File: config.mk
export PLATFORM = sky130hd
export DESIGN_NAME = m_seq_gen
export DESIGN_NICKNAME = d
export VERILOG_FILES = /design/src/rtl/m_seq_gen.sv
export SDC_FILE = /design/constraint.sdc
export NUM_CORES = 1
export LEC_CHECK = 0
export CAP_MARGIN = 20
export CELL_PAD_IN_SITES_DETAIL_PLACEMENT = 1
export CELL_PAD_IN_SITES_GLOBAL_PLACEMENT = 1
export CORE_MARGIN = 2
export CORE_UTILIZATION = 47
export DETAILED_ROUTE_END_ITERATION = 12
export GPL_ROUTABILITY_DRIVEN = 0
export GPL_TIMING_DRIVEN = 0
export PLACE_DENSITY = 0.93
export REMOVE_ABC_BUFFERS = 1
export SKIP_CTS_REPAIR_TIMING = 1
export SLEW_MARGIN = 20
export SYNTH_ARGS = -nofsm -noshare
export SYNTH_HDL_FRONTEND = slang
export SYNTH_SLANG_ARGS = --single-unit
File: constraint.sdc
create_clock -name sys_clk -period 5.2 [get_ports sys_clk]
set_clock_uncertainty 0.15 [all_clocks]
set_input_delay 0.52 -clock sys_clk [delete_from_list [all_inputs] [get_ports sys_clk]]
set_output_delay 0.52 -clock sys_clk [all_outputs]
set_load 0.02 [all_outputs]
File: src/rtl/m_seq_gen.sv
// Fibonacci LFSR m-sequence generator with seed load, zero-seed rejection
// and on-line measurement of the period between reference-seed visits.
module m_seq_gen #(
  parameter int               WIDTH = 4,
  parameter logic [WIDTH-1:0] TAPS  = 4'b1001,
  parameter logic [WIDTH-1:0] SEED  = 4'b0110,
  parameter int               CNT_W = 32
) (
  input  logic             sys_clk,
  input  logic             sys_rst_n,
  input  logic             en,
  input  logic             load,
  input  logic [WIDTH-1:0] seed,
  output logic             out,
  output logic             out_vld,
  output logic [WIDTH-1:0] shift,
  output logic             wrap,
  output logic [CNT_W-1:0] period,
  output logic             seed_err
);

  if (WIDTH < 2 || WIDTH > 32) begin : g_bad_width
    $error("m_seq_gen: WIDTH must be in 2..32");
  end
  if (SEED == '0) begin : g_bad_seed
    $error("m_seq_gen: SEED must be non-zero");
  end
  if (TAPS[0] == 1'b0) begin : g_bad_taps
    $error("m_seq_gen: TAPS[0] must be 1");
  end

  logic [WIDTH-1:0] ref_seed;
  logic [CNT_W-1:0] cnt;
  logic             fb;
  logic [WIDTH-1:0] next_shift;

  always_comb begin
    fb         = ^(shift & TAPS);
    next_shift = {fb, shift[WIDTH-1:1]};
  end

  // Priority: load over en over hold. A zero seed falls back to SEED so the
  // register can never enter the all-zero lock-up state.
  always_ff @(posedge sys_clk or negedge sys_rst_n) begin
    if (!sys_rst_n) begin
      shift    <= SEED;
      ref_seed <= SEED;
      out      <= 1'b0;
      out_vld  <= 1'b0;
      wrap     <= 1'b0;
      period   <= '0;
      cnt      <= '0;
      seed_err <= 1'b0;
    end else if (load) begin
      if (seed != '0) begin
        shift    <= seed;
        ref_seed <= seed;
        seed_err <= 1'b0;
      end else begin
        shift    <= SEED;
        ref_seed <= SEED;
        seed_err <= 1'b1;
      end
      cnt     <= '0;
      out_vld <= 1'b0;
      wrap    <= 1'b0;
    end else if (en) begin
      shift    <= next_shift;
      out      <= shift[0];
      out_vld  <= 1'b1;
      seed_err <= 1'b0;
      if (next_shift == ref_seed) begin
        wrap   <= 1'b1;
        period <= cnt + CNT_W'(1);
        cnt    <= '0;
      end else begin
        wrap <= 1'b0;
        if (cnt != '1) cnt <= cnt + CNT_W'(1);
      end
    end else begin
      out_vld  <= 1'b0;
      wrap     <= 1'b0;
      seed_err <= 1'b0;
    end
  end

endmodule

==> summary.md, run 1 <==
| Metric | Value |
|---|---|
| Run status | `finished with violations` |
| Violations in the final reports | `hold timing` |
| Tightest Pin Transition | `0.9505 ns` |
| Share of flip-flops with an asynchronous set or reset | `1.000` |
| Clock buffers created by TritonCTS | `9` |
| Gate Count Post-Synth | `451` |
| Final worst path period share | `0.5817` |
| Number of warnings reported in the yosys synthesis log | `0` |
| Hold Vio Cnt, Final | `12` |
| Cell with the most instances after synthesis | `dfrtp_1` |
| Cell row count | `34` |
| Fmax | `330.6 MHz` |
| Final count of pins violating max slew | `0` |
| Num ports | `48` |
| Detail-routed net length per standard cell | `19.22 um` |
| Proportion of layout cells with a drive suffix above 1 | `0.09731` |
| Fraction of met3 tracks used by global routing | `0.04939` |
| Via count of the first global-routing pass | `3,939` |
| Clock tree buffer depth | `2` |
| Wire length of the first global-routing pass | `19,470 um` |
| Area share of the largest cell type after synthesis | `0.4332` |
| Sequential cell area | `1907 sq um` |
| Clk root buf | `clkbuf_8` |
| First-pass detailed-route iteration total | `4` |
| Switching Share | `0.3330` |
| Class of the most critical hold timing path | `in -> async` |
| Drt total wl | `between 10,000 and 15,000 um` |
| Count of non-filler cells in the finished layout | `591` |
| Post-synth EDFFs | `0` |
| Slew HR | `0.3643` |
| Static Leakage | `1.829 nW` |
| Clock transition at the registers of the reported paths | `0.08 ns` |
| GRT Total Usage | `0.2479` |
| DRC Markers | `0` |
| Crit end category | `flip-flop` |
| Busiest layer in global routing | `met2` |
| Unique cell type count in the Yosys netlist | `56` |
| Avg Inst Size Synth | `9.222 sq um` |
| Chip Width | `98.07 um` |
| Overall power | `about 1.9 mW` |
| Initial antenna violation count | `0` |
| FILL cells | `roughly 980` |
| Top cells by count, synth | `dfrtp_1 (72), nand2_1 (44), nor2_1 (42)` |
| Final setup violation count | `0` |
| Pwr per Cell Area | `383.7 nW/um^2` |
| Critical Path Start Type | `input port` |
| Number of placed instances with taps included | `576` |
| Sequential element share of the synthesized area | `0.4585` |
| Top cells by area, synth | `dfrtp_1 (43%), nand2_1 (4.0%), nor2_1 (3.8%)` |
| Most common flop cell mapped by yosys | `dfrtp_1` |
| Maximum number of pins on one net before global-route repair | `40` |
| Power Internal | `1.236 mW` |
| Share of total power in combinational logic | `0.334` |
| H-tree Lvls | `3` |
| Average via count per standard cell | `a little over 6` |
| Sequential power share | `0.429` |
| Number of inserted diodes | `0` |
| Library cell occupying the most area in the post-synthesis netlist | `dfrtp_1` |
| Cell Area, Synth | `~4200 sq um` |
| Post-synthesis register bit count | `76` |
| Die area | `9618 sq um` |
| Critical path fanouts, max | `17` |
| Remaining antenna violation count after routing | `0` |
| Share of the core filled with cells | `0.5593` |
| Worst Hold Margin | `-0.01990 ns` |
| Met1 track demand over resource in global routing | `0.3090` |
| GR met2 Demand/Resource | `0.4357` |
| Initial DRC count | `159` |
| Max-cap violation count | `0` |
| CTS tree | `yes` |
| Worst-skew pair later-pin latency | `0.35 ns` |
| Final min period | `a little over 3 ns` |
| Die extent in y | `98.07 um` |
| Worst Slack Setup Final | `about 2.2 ns` |
| RSZ-0062 raised after global routing | `false` |
| Multi-input gate area in the final layout | `~2000 sq um` |
| Core region area | `8636 sq um` |
| Port buffer count | `47` |
| Post-route design area | `4830 sq um` |
| Peak supply drop | `between 0.0002 and 0.00025 V` |
| Total Nets Final | `488` |
| Initial standard-cell utilization of the core | `0.4816` |
| Pre-CTS worst setup slack | `1.226 ns` |
| Setup CP Type | `in -> reg` |
| Total number of vias | `~3,700` |
| Placement-stage cell area | `4647 sq um` |
| Half-perimeter wire length after placement | `7683 um` |
| Worst Path Arrival | `3.13 ns` |
| Net load switching power | `617.1 uW` |
| Sinks on Clock Net | `76` |
| Clock power share | `0.237` |
| Area growth from synthesis to final layout | `16.13%` |
| Crit path required time | `between 5 and 6 ns` |
| Sum Neg Setup Slack | `0 ns` |
| Leftover overflow at the end of global routing | `0` |
==> routing by layer <==
| layer | vias up | share of wire |
|---|---|---|
| met4 | 0 | 0.013 |
| met1 | 1864 | 0.43 |
| met5 | - | 0 |
| met2 | 88 | 0.52 |
| li1 | 1695 | - |
| met3 | 14 | 0.043 |
==> area by class of cell <==
| type | instances | share of cell area |
|---|---|---|
| Tap cell | 108 | 0.02798 |
| Multi-Input combinational cell | 318 | 0.4124 |
| Timing Repair Buffer | 50 | 0.1073 |
| Inverter | 24 | 0.01865 |
| Clock inverter | 1 | 0.001036 |
| Clock buffer | 14 | 0.03782 |
| Sequential cell | 76 | 0.3948 |
==> layout by cell type (no fill, tap or decap), types with 3 or more instances in the layout <==
master,count
o221ai_1,15
nand3_1,22
nor4_1,5
or3_1,5
mux2i_1,3
xor2_1,10
xnor2_1,7
clkbuf_8,13
o21ai_0,12
a31oi_1,17
nand4b_1,8
nor2_1,42
inv_1,23
nor3_1,10
dfrtp_1,72
clkdlybuf4s50_1,45
and4_4,4
o311ai_0,4
nand4_1,22
o211ai_1,8
nand3b_1,3
nand2_1,44
nand2b_1,7
a21oi_1,23
and2_1,6
dfstp_2,4
and3_1,4
==> state kept, by name (all words and copies together) (netlist names) <==
register	count
cnt	32
out	1
out_vld	1
period	32
ref_seed	4
seed_err	1
shift	4
wrap	1
==> final timing paths <==
check | slack, ns | cells past startpoint | end | from
setup / recovery | 2.18 | 5 | cnt[30] | en
hold / removal | -0.02 | 1 | wrap | sys_rst_n
setup reg to reg | 2.19 | 6 | cnt[30] | cnt[0]
hold reg to reg | 0.34 | 2 | out | out
max in group asynchronous | 4.26 | 2 | shift[2] | sys_rst_n
min in group sys_clk | 0.34 | 2 | out | out
==> power by group through the flow <==
stage	registers (mW)	clock network [mW]	logic (mW)
finish	0.794	0.440	0.619
global placement	0.802	0	0.607
CTS	0.797	0.449	0.629
detailed placement	0.809	0	0.624
global route	0.813	0.475	0.666
floorplan	0.956	0	0.148
==> worst max-delay path, stage by stage <==
cell and delay (ns):
clkdlybuf4s50_1 0.98, nand2_1 0.24, a21oi_2 0.68, nand2_2 0.40, o221ai_1 0.30
==> kinds of logic (layout without fill, tap and decap cells) <==
logic type               Yosys count  after routing  synth area share
AO/OA/AOI/OAI                     95             95            0.1537
XOR/XNOR                          18             18           0.03971
adder cells (fa/ha/maj)            1              1          0.003008
buffers and inverters             57             89           0.06498
flip-flops                        76             76            0.4585
multiplexers                       6              6           0.01805
AND/OR/NAND/NOR                  198            198            0.2620
(Power assumes the default switching activity.)
==> run 2: changes to the inputs <==
CORE_UTILIZATION = 43   (was 47)
PLACE_DENSITY = 0.87   (was 0.93)
clock period = 3 ns   (was 5.2 ns; I/O delays follow)
==> run 2 against run 1 <==
  * The run now ends clean
  * Sequential share of layout area shrank 0.86 points
  * Total power up 82%
  * Via count grew 1.6%
  * Clock-buffer cell count decreased by 2
  * Combinational power rose by 74%
  * Highest routed layer unchanged
==> summary.md, run 2 (synthesized netlist as in run 1, its figures left out) <==
| Metric | Value |
|---|---|
| Hold Vio Cnt, Final | `0` |
| Clk root buf | `clkbuf_8` |
| Slew HR | `0.4987` |
| Maximum number of pins on one net before global-route repair | `53` |
| Overall power | `between 3 and 4 mW` |
| Total number of vias | `approximately 3,700` |
| Sinks on Clock Net | `76` |
| Peak supply drop | `around 0.00026 V` |
| Tightest Pin Transition | `0.7496 ns` |
| Via count of the first global-routing pass | `a little under 4,000` |
| Commonest cells after routing, fill and taps aside | `dfrtp_1 (72), clkdlybuf4s50_1 (45), nand2_1 (44)` |
| GRT Total Usage | `0.2408` |
| Port buffer count | `47` |
| Placement-stage cell area | `4681 sq um` |
| Area growth from synthesis to final layout | `18.71%` |
| Detail-routed net length per standard cell | `roughly 19 um` |
| Clock buffers created by TritonCTS | `9` |
| H-tree Lvls | `3` |
| Total Nets Final | `489` |
| Initial antenna violation count | `0` |
| Final worst path period share | `0.9386` |
| Run status | `finished clean` |
| Initial DRC count | `approximately 180` |
| Setup CP Type | `reg -> reg` |
| Worst Hold Margin | `0.2344 ns` |
| Static Leakage | `1.854 nW` |
| Critical path fanouts, max | `34` |
| First-pass detailed-route iteration total | `4` |
| Pre-CTS worst setup slack | `-0.7574 ns` |
| Average via count per standard cell | `6.060` |
| Worst Slack Setup Final | `0.1841 ns` |
| Half-perimeter wire length after placement | `7843 um` |
| Max-cap violation count | `0` |
| Clock transition at the registers of the reported paths | `0.08 ns` |
| Pwr per Cell Area | `683.8 nW/um^2` |
| Fmax | `355.1 MHz` |
| Number of inserted diodes | `0` |
| RSZ-0062 raised after global routing | `false` |
| Met3 layer wire length in the routed design | `between 500 and 600 um` |
| Most common library cell in the layout ignoring fill and taps | `dfrtp_1` |
| Highest signal layer in the routed design | `met4` |
| Final count of pins violating max slew | `0` |
| CTS tree | `yes` |
| Leftover overflow at the end of global routing | `0` |
| Post-route design area | `4937 sq um` |
| Chip Width | `102.3 um` |
| Worst-skew pair later-pin latency | `0.37 ns` |
| Remaining antenna violation count after routing | `0` |
| Detailed-routed wire length on met2 | `~5800 um` |
| Die extent in y | `102.3 um` |
| Met1 WL | `5176 um` |
| Core region area | `9328 sq um` |
| Final min period | `2.816 ns` |
| Class of the most critical hold timing path | `in -> async` |
| Crit end category | `flip-flop` |
| Initial standard-cell utilization of the core | `0.4459` |
| Clock tree buffer depth | `2` |
| Die area | `10,470 sq um` |
| Proportion of layout cells with a drive suffix above 1 | `0.1010` |
| Worst Path Arrival | `2.93 ns` |
| Wire length of the first global-routing pass | `19,510 um` |
| DRC Markers | `0` |
| Regs by FF count | `cnt x32, period x32` |
| Drt total wl | `about 12,000 um` |
| Critical Path Start Type | `flip-flop` |
| Final setup violation count | `0` |
| Crit path required time | `3.11 ns` |
| Num ports | `48` |
| Cell row count | `35` |
-- run 2: cell type report --
class	instances	area [sq um]
Multi-Input combinational cell	318	2016
Clock inverter	4	72.57
Timing Repair Buffer	51	535.5
Tap cell	129	161.4
Clock buffer	12	155.1
Fill cell	1081	4390
Sequential cell	76	1907
Inverter	24	90.09
-- run 2: layer usage --
metal  track usage  vias up
met3       0.03694       16
met5             0        -
met1        0.3180     1910
met2        0.3983       99
met4       0.09744        0
li1              -     1696
-- run 2: report_power, final --
group / switching, mW / internal (mW) / total [mW] / leakage (nW)
Sequential: 0.132 / 1.25 / 1.38 / 0.986
Clock: 0.399 / 0.513 / 0.913 / 0.113
Combinational: 0.571 / 0.510 / 1.08 / 0.756
Total: 1.10 / 2.27 / 3.38 / 1.85
-- run 2: metrics by stage --
stage | std cells | util | setup TNS, ns
finish | 614 | 0.5293 | 0
CTS | 613 | 0.5262 | -8.487
global route | 614 | 0.5293 | 0
detailed placement | 597 | 0.5018 | -24.58
floorplan | 418 | - | 0
global placement | 594 | 0.4943 | -139.54
-- run 2: final timing paths --
check,cells after the start,start,to,slack (ns)
setup / recovery,6,cnt[0],cnt[7],0.18
hold / removal,2,sys_rst_n,period[9],0.23
setup reg to reg,6,cnt[0],cnt[7],0.18
hold reg to reg,2,period[0],period[0],0.33
max in group asynchronous,3,sys_rst_n,ref_seed[2],1.84
min in group sys_clk,3,load,ref_seed[2],0.28
-- run 2: critical path, cell delays in order (launching register included) --
cell      delay (ns)
dfrtp_1         0.43
ha_1            0.31
and4_4          0.33
nand3_4         0.10
or3_2           0.82
a2111o_1        0.48
o311ai_1        0.08
==> run 3: changes to the inputs <==
CORE_UTILIZATION = 39   (was 43)
PLACE_DENSITY = 0.83   (was 0.87)
clock period = 2.4 ns   (was 3 ns; I/O delays follow)
==> run 3 against run 2 <==
  * The flow now finishes with violations (setup timing)
  * Cell count is 3.1% higher
  * Total power rose by 31%
  * Global-route usage is 2.8 points lower
  * Clock power increased by 45%
  * Combinational power grew 27%
  * Setup slack lost 0.21 ns
  * Worst hold slack lost 0.057 ns
  * Critical path depth decreased by 1
  * Utilization fell by 3.0 points
  * Non-clock buffer count is 11 higher
  * Maximum frequency is 16% higher
  * Critical endpoint is now period[23]
==> summary.md, run 3 (synthesized netlist as in run 1, its figures left out) <==
| Metric | Value |
|---|---|
| Slew HR | `0.4627` |
| Share of the core filled with cells | `0.4995` |
| Hold Vio Cnt, Final | `0` |
| Peak supply drop | `0.0003423 V` |
| RSZ-0062 raised after global routing | `true` |
| Drt total wl | `between 10,000 and 15,000 um` |
| Commonest cells after routing, fill and taps aside | `dfrtp_1 (71), nand2_1 (44), clkdlybuf4s50_1 (44)` |
| Num ports | `between 40 and 50` |
| Core region area | `10,320 sq um` |
| Critical path fanouts, max | `11` |
| Pwr per Cell Area | `approximately 860 nW/um^2` |
| Crit end category | `flip-flop` |
| Most common library cell in the layout ignoring fill and taps | `dfrtp_1` |
| Initial standard-cell utilization of the core | `0.4029` |
| Clock transition at the registers of the reported paths | `0.09 ns` |
| Die extent in y | `107.3 um` |
| Final setup violation count | `2` |
| Die area | `between 10,000 and 15,000 sq um` |
| Detail-routed net length per standard cell | `19.30 um` |
| H-tree Lvls | `3` |
| GRT Total Usage | `0.2126` |
| Proportion of layout cells with a drive suffix above 1 | `0.1247` |
| Total number of vias | `3,824` |
| Final min period | `roughly 2.4 ns` |
| Tightest Pin Transition | `0.8046 ns` |
| Run status | `finished with violations` |
| Critical Path Start Type | `flip-flop` |
| Area growth from synthesis to final layout | `23.98%` |
| Total Nets Final | `501` |
| Number of inserted diodes | `0` |
| Initial DRC count | `190` |
| Leftover overflow at the end of global routing | `0` |
| Maximum number of pins on one net before global-route repair | `55` |
| Placement-stage cell area | `around 4700 sq um` |
| Class of the most critical hold timing path | `in -> async` |
| Worst Slack Setup Final | `-0.02352 ns` |
| Initial antenna violation count | `0` |
| Worst-skew pair later-pin latency | `0.36 ns` |
| Chip Width | `approximately 110 um` |
| Clock buffers created by TritonCTS | `9` |
| Crit path required time | `2.52 ns` |
| Via count of the first global-routing pass | `3,878` |
| Half-perimeter wire length after placement | `7579 um` |
| Sinks on Clock Net | `76` |
| First-pass detailed-route iteration total | `4` |
| DRC Markers | `0` |
| Port buffer count | `47` |
| Wire length of the first global-routing pass | `19,310 um` |
| Fmax | `between 400 and 500 MHz` |
| Violations in the final reports | `setup timing` |
| Worst Path Arrival | `2.54 ns` |
| Setup CP Type | `reg -> reg` |
| Worst Hold Margin | `0.1770 ns` |
| Clk root buf | `clkbuf_8` |
| Static Leakage | `1.978 nW` |
| Average via count per standard cell | `6.041` |
| Cell row count | `37` |
| Regs by FF count | `cnt x32, period x32` |
| Max-cap violation count | `0` |
| CTS tree | `yes` |
| Clock tree buffer depth | `2` |
| Final worst path period share | `1.010` |
| Remaining antenna violation count after routing | `0` |
| Post-route design area | `5156 sq um` |
| Final count of pins violating max slew | `0` |
run 3: path summary, 6_finish.rpt:
check / slack, ns / to / cells after the start / from
max: -0.02 / period[23] / 5 / cnt[14]
min: 0.18 / period[8] / 2 / sys_rst_n
max reg2reg: -0.02 / period[23] / 5 / cnt[14]
min reg2reg: 0.33 / period[23] / 2 / period[23]
max in group asynchronous: 1.34 / cnt[0] / 3 / sys_rst_n
min in group sys_clk: 0.26 / ref_seed[2] / 3 / load
run 3: where the power goes:
part	internal [mW]	switching, mW
logic	0.653	0.718
clock network	0.826	0.496
registers	1.56	0.157
total	3.04	1.37
run 3: cell type report:
type,instances,area [sq um]
clock buffers,12,145.1
clock inverters,4,120.1
repair buffers,62,645.6
inverters,24,95.09
multi-input cells,319,2072
flip-flops and latches,76,1908
fillers,1176,5167
well taps,136,170.2
run 3: worst max-delay path, stage by stage, from the launching register on:
cell and delay, ns:
dfrtp_1 0.56, and2_1 0.33, nand2_1 0.18, nor4_1 0.68
o22ai_1 0.25, o21ai_0 0.19
run 3: per-layer routing:
layer  share of wire  vias to the layer above  wire, um  track usage
li1                -                     1737         -            -
met1            0.43                     1932      5236       0.2772
met2            0.50                      134      6134       0.3571
met3           0.047                       21       572      0.03692
met4           0.022                        0       272      0.07236
met5               0                        -         0            0
run 3: metrics by stage:
stage / power (mW) / setup TNS, ns / std cells / worst slack [ns]
after floorplan: 2.392 / -7.430 / 418 / -0.4338
after global routing: 4.623 / -0.2004 / 633 / -0.04270
after detailed placement: 3.103 / -62.65 / 604 / -1.400
after global placement: 3.053 / -226.77 / 601 / -2.144
final: 4.413 / -0.03594 / 633 / -0.02352
after CTS: 4.406 / -38.97 / 620 / -1.033
